`src/rtl/mem_port_arbiter.sv`:
```
// Arbitrates one single-port memory between loader, data and fetch ports; grants same cycle, read data 1 cycle later.
// Losing requesters are not queued and must hold their request; fetch is protected by a starvation guard in RUN.
module mem_port_arbiter #(
  parameter int AW           = 10,
  parameter int DW           = 32,
  parameter int STARVE_LIMIT = 4,
  parameter int CNT_W        = 16
) (
  input  logic             clk1,
  input  logic             reset,
  input  logic             boot_done,
  input  logic             halted,
  input  logic             ld_req,
  input  logic             ld_we,
  input  logic [AW-1:0]    ld_addr,
  input  logic [DW-1:0]    ld_wdata,
  output logic             ld_gnt,
  output logic             ld_rvalid,
  input  logic             dm_req,
  input  logic             dm_we,
  input  logic [AW-1:0]    dm_addr,
  input  logic [DW-1:0]    dm_wdata,
  output logic             dm_gnt,
  output logic             dm_rvalid,
  input  logic             if_req,
  input  logic [AW-1:0]    if_addr,
  output logic             if_gnt,
  output logic             if_rvalid,
  output logic [DW-1:0]    rdata,
  output logic             mem_en,
  output logic             mem_we,
  output logic [AW-1:0]    mem_addr,
  output logic [DW-1:0]    mem_wdata,
  input  logic [DW-1:0]    mem_rdata,
  output logic [1:0]       state,
  output logic [CNT_W-1:0] conflict_cnt
);

  typedef enum logic [1:0] {
    BOOT = 2'b00,
    RUN  = 2'b01,
    HALT = 2'b10
  } state_t;

  typedef enum logic [1:0] {
    ID_LD = 2'd0,
    ID_DM = 2'd1,
    ID_IF = 2'd2
  } id_t;

  localparam int SW = $clog2(STARVE_LIMIT + 1);

  state_t        st;
  logic [SW-1:0] starve_cnt;
  logic          if_due;
  logic          tag_vld;
  id_t           tag_id;

  assign state  = st;
  assign if_due = (starve_cnt == SW'(STARVE_LIMIT));

  always_comb begin
    ld_gnt = 1'b0;
    dm_gnt = 1'b0;
    if_gnt = 1'b0;
    if (!reset) begin
      case (st)
        BOOT: ld_gnt = ld_req;
        RUN: begin
          // DM normally wins a conflict; a starved fetch gets exactly one turn
          if (dm_req && (!if_req || !if_due)) dm_gnt = 1'b1;
          else                                if_gnt = if_req;
        end
        HALT: begin
          if (ld_req) ld_gnt = 1'b1;
          else        dm_gnt = dm_req;
        end
        default: ;
      endcase
    end
  end

  always_comb begin
    mem_we    = 1'b0;
    mem_addr  = '0;
    mem_wdata = '0;
    if (ld_gnt) begin
      mem_we    = ld_we;
      mem_addr  = ld_addr;
      mem_wdata = ld_wdata;
    end else if (dm_gnt) begin
      mem_we    = dm_we;
      mem_addr  = dm_addr;
      mem_wdata = dm_wdata;
    end else if (if_gnt) begin
      mem_addr  = if_addr;
    end
  end

  assign mem_en = ld_gnt | dm_gnt | if_gnt;

  always_ff @(posedge clk1 or posedge reset) begin
    if (reset) begin
      st           <= BOOT;
      starve_cnt   <= '0;
      conflict_cnt <= '0;
      tag_vld      <= 1'b0;
      tag_id       <= ID_LD;
    end else begin
      // the tag follows the grant, not the FSM, so reads survive state changes
      tag_vld <= mem_en && !mem_we;
      tag_id  <= ld_gnt ? ID_LD : (dm_gnt ? ID_DM : ID_IF);

      if (st == RUN && if_req && !if_gnt) starve_cnt <= starve_cnt + 1'b1;
      else                                starve_cnt <= '0;

      if (st == RUN && dm_req && if_req && conflict_cnt != '1)
        conflict_cnt <= conflict_cnt + 1'b1;

      case (st)
        BOOT:    if (boot_done) st <= RUN;
        RUN:     if (halted)    st <= HALT;
        HALT:    if (ld_req)    st <= BOOT;
        default: st <= BOOT;
      endcase
    end
  end

  assign ld_rvalid = tag_vld && (tag_id == ID_LD);
  assign dm_rvalid = tag_vld && (tag_id == ID_DM);
  assign if_rvalid = tag_vld && (tag_id == ID_IF);
  assign rdata     = mem_rdata;

endmodule

```
`config.mk`:
```
export PLATFORM = sky130hd
export DESIGN_NAME = mem_port_arbiter
export DESIGN_NICKNAME = d
export VERILOG_FILES = /design/src/rtl/mem_port_arbiter.sv
export SDC_FILE = /design/constraint.sdc
export NUM_CORES = 1
export LEC_CHECK = 0
export CAP_MARGIN = 20
export CORE_AREA = 2 2 92 94
export CTS_CLUSTER_DIAMETER = 120
export CTS_CLUSTER_SIZE = 14
export DETAILED_ROUTE_END_ITERATION = 10
export DIE_AREA = 0 0 94 96
export DONT_BUFFER_PORTS = 1
export PLACE_DENSITY_LB_ADDON = 0.05
export SLEW_MARGIN = 30
export SYNTH_ARGS = -nofsm -noshare
export SYNTH_HDL_FRONTEND = slang
export SYNTH_SLANG_ARGS = --single-unit
```
`constraint.sdc`:
```
create_clock -name clk1 -period 2.4 [get_ports clk1]
set_clock_uncertainty 0.15 [all_clocks]
set_input_delay 0 -clock clk1 [delete_from_list [all_inputs] [get_ports clk1]]
set_output_delay 0 -clock clk1 [all_outputs]
set_load 0.01 [all_outputs]
```
==> results.sh <==
export IMPL_synthArstFlopShare=1.000
export IMPL_dp_slack_ps=291.7
export IMPL_timing_fmax_mhz=437.9
export IMPL_cts_inserted_buffers=3
export IMPL_worstSkewPairLatency_ps=270
export IMPL_grt_max_degree=45
export IMPL_cts_root_buf="clkbuf_8"
export IMPL_critPathKind="register to output port"
export IMPL_grt_pass1_wl_mm=9.211
export IMPL_fp_row_count=33
export IMPL_finalWorstSetupSlack_ps=116.2
export IMPL_drive_above_1_share=0.1330
export IMPL_synth_edf_count=0
export IMPL_gp_congestion=0.8053
export IMPL_cp_arrival_ps=2130
export IMPL_netSwitchingPower_uw=733.2
export IMPL_nNetsFinal=376
export IMPL_placed_area_um2=1978
export IMPL_slew_headroom=0.6715
export IMPL_synthFlopType="dfrtp_1"
export IMPL_avgSynthCellArea_um2=9.650
export IMPL_drt_pass1_iterations=4
export IMPL_cap_violations=0
export IMPL_fin_crit_ps=2284
export IMPL_cts_sinks=24
export IMPL_status="completed"
export IMPL_p_leak_nw=1.131
export IMPL_power_density_nw_per_um2=710.1
export IMPL_synthDistinctLibCells=43
export IMPL_vias_per_cell=5.376
export IMPL_wl_per_cell_um=22.10
export IMPL_tritoncts="yes"
export IMPL_synth_cells=216
export IMPL_critPathMaxFanout=10
export IMPL_ios=235
export IMPL_rsz0062_at_grt="false"
export IMPL_ys_seq_elements=24
export IMPL_clkTransAtPathRegs_ps=90
export IMPL_drc=0
export IMPL_route_vias_total=1828
export IMPL_die_area_um2=9024
export IMPL_startpoint_type="register"
export IMPL_endpoint_kind="output port"
export IMPL_cts_path_max_buffers=2
export IMPL_stdcell_area_um2=2552
export IMPL_finalPower_mw=1.812
export IMPL_setup_viol=0
export IMPL_ant_nets=0
export IMPL_hpwl_mm=5.770
export IMPL_grtUsageTotal=0.1373
export IMPL_die_h_um=96
export IMPL_tightest_slew_ps=491.7
export IMPL_core_area_um2=8051
export IMPL_start_util=0.2589
export IMPL_die_w_um=94
export IMPL_ys_warn_count=0
export IMPL_clockPowerShare=0.197
export IMPL_ys_seq_area_frac=0.2881
export IMPL_drt_total_wl_mm=7.513
export IMPL_drv_slew=0
export IMPL_power_frac_seq=0.327
export IMPL_synth_nets=358
export IMPL_finalSetupTns_ps=0
export IMPL_htree_levels=1
export IMPL_intPower_mw=1.079
export IMPL_area_delta_synth_final_pct=22.45
export IMPL_grt_pass1_vias=1541
export IMPL_portBuffers=0
export IMPL_power_frac_comb=0.476
export IMPL_synth_area_um2=2084
export IMPL_first_iter_violations=83
export IMPL_required_ps=2250
export IMPL_hold_class="input pin to output port"
export IMPL_hold_violations=0
export IMPL_peakVddDrop_mv=0.3955
export IMPL_gr_total_overflow=0
export IMPL_antenna_found_initial=4
export IMPL_swShare=0.4045
export IMPL_whs_ps=2.899
export IMPL_final_period_utilization=0.9516
critical path, cell delays in order (launching register included):
cell and delay (ps):
dfrtp_2 430, inv_1 90, ha_1 220, o211a_1 320
buf_4 200, a211oi_4 240, buf_12 160, a221o_1 220
routing by layer:
metal	part of all wire	vias to the layer above	GRT usage
li1	-	802	-
met4	0.00040	4	0.01812
met1	0.39	885	0.1806
met3	0.11	4	0.06813
met2	0.49	133	0.2083
met5	0.0028	-	0
path summary, 6_finish.rpt:
path / start / to / slack (ps) / cells after the start
max in group asynchronous: reset / state[0] / 1680 / 3
min: dm_wdata[20] / mem_wdata[20] / 3 / 1
min in group asynchronous: reset / state[1] / 150 / 3
min reg2reg: starve_cnt[0] / starve_cnt[0] / 330 / 1
max: state[0] / mem_addr[2] / 120 / 7
max reg2reg: state[1] / state[1] / 130 / 6
synthesized netlist by cell type (5+ instances only):
cell type	instances	share of area
nand3_1	7	0.017
a22o_1	32	0.13
buf_4	33	0.12
nand2_1	7	0.013
ha_1	7	0.042
a221o_1	10	0.048
nor4_1	5	0.015
buf_2	5	0.012
nor2_1	6	0.011
and2_1	9	0.027
xnor2_1	5	0.021
inv_1	10	0.018
dfrtp_1	24	0.29
xor2_1	11	0.046
sequential cells by signal, indices dropped and copies added, names as in the netlist:
signal        count
conflict_cnt     16
starve_cnt        3
state             2
tag_id            2
tag_vld           1
stage by stage:
step,utilization,instances
2_1_floorplan,-,216
3_3_place_gp,0.2457,288
3_5_place_dp,0.2457,288
4_1_cts,0.3055,332
5_1_grt,0.3164,338
6_report,0.3170,340
power groups by stage:
stage	sequential, mW	clock [mW]	combinational (mW)
6_report	0.592	0.357	0.863
2_1_floorplan	0.568	0	0.663
5_1_grt	0.612	0.397	0.951
3_3_place_gp	0.598	0	0.725
4_1_cts	0.594	0.374	0.825
3_5_place_dp	0.602	0	0.729
area by class of cell:
type / instances / area [um2]
Tap cell: 105 / 131.4
Antenna cell: 2 / 5.005
Timing Repair Buffer: 55 / 565.5
Multi-Input combinational cell: 140 / 1140
Clock inverter: 1 / 30.03
Inverter: 10 / 37.54
Clock buffer: 3 / 41.29
Sequential cell: 24 / 601.8
Fill cell: 836 / 5499
repair_timing:
item	CTS	global route
endpoints found under the hold margin	64	1
hold buffers	39	2
resized for setup	0	4
setup buffers	1	2
gates cloned	0	2
pin swaps	1	1
endpoints found under the setup margin	10	24
placed cells by master, fill, tap and decap left out, drive strengths merged, types with 2 or more instances in the layout:
master	synthesis	final
and3b	2	2
nor2	6	6
clkbuf	0	4
buf	42	13
dlygate4sd3	0	41
xnor2	5	5
mux2	2	2
and2	11	11
nand2	7	7
nand3	8	8
inv	10	10
or2	2	2
a221o	10	10
nor3b	3	3
nor4	7	7
and3	2	2
ha	7	7
nand2b	2	2
dfrtp	24	24
nor3	5	5
nand4	5	5
diode	0	2
a22o	32	32
xor2	11	11
logic make-up (layout without fill, tap and decap cells):
family / count (synthesis) / count (layout) / share of synthesized area
AO/OA/AOI/OAI: 51 / 51 / 0.2227
XOR/XNOR: 16 / 16 / 0.06722
buffers and inverters: 52 / 69 / 0.1705
flip-flops: 24 / 24 / 0.2881
AND/OR/NAND/NOR: 63 / 63 / 0.1939
multiplexers: 3 / 3 / 0.01561
other: 0 / 2 / 0
adder cells (fa/ha/maj): 7 / 7 / 0.04201
Note: power is estimated with default switching activity, not from simulation.
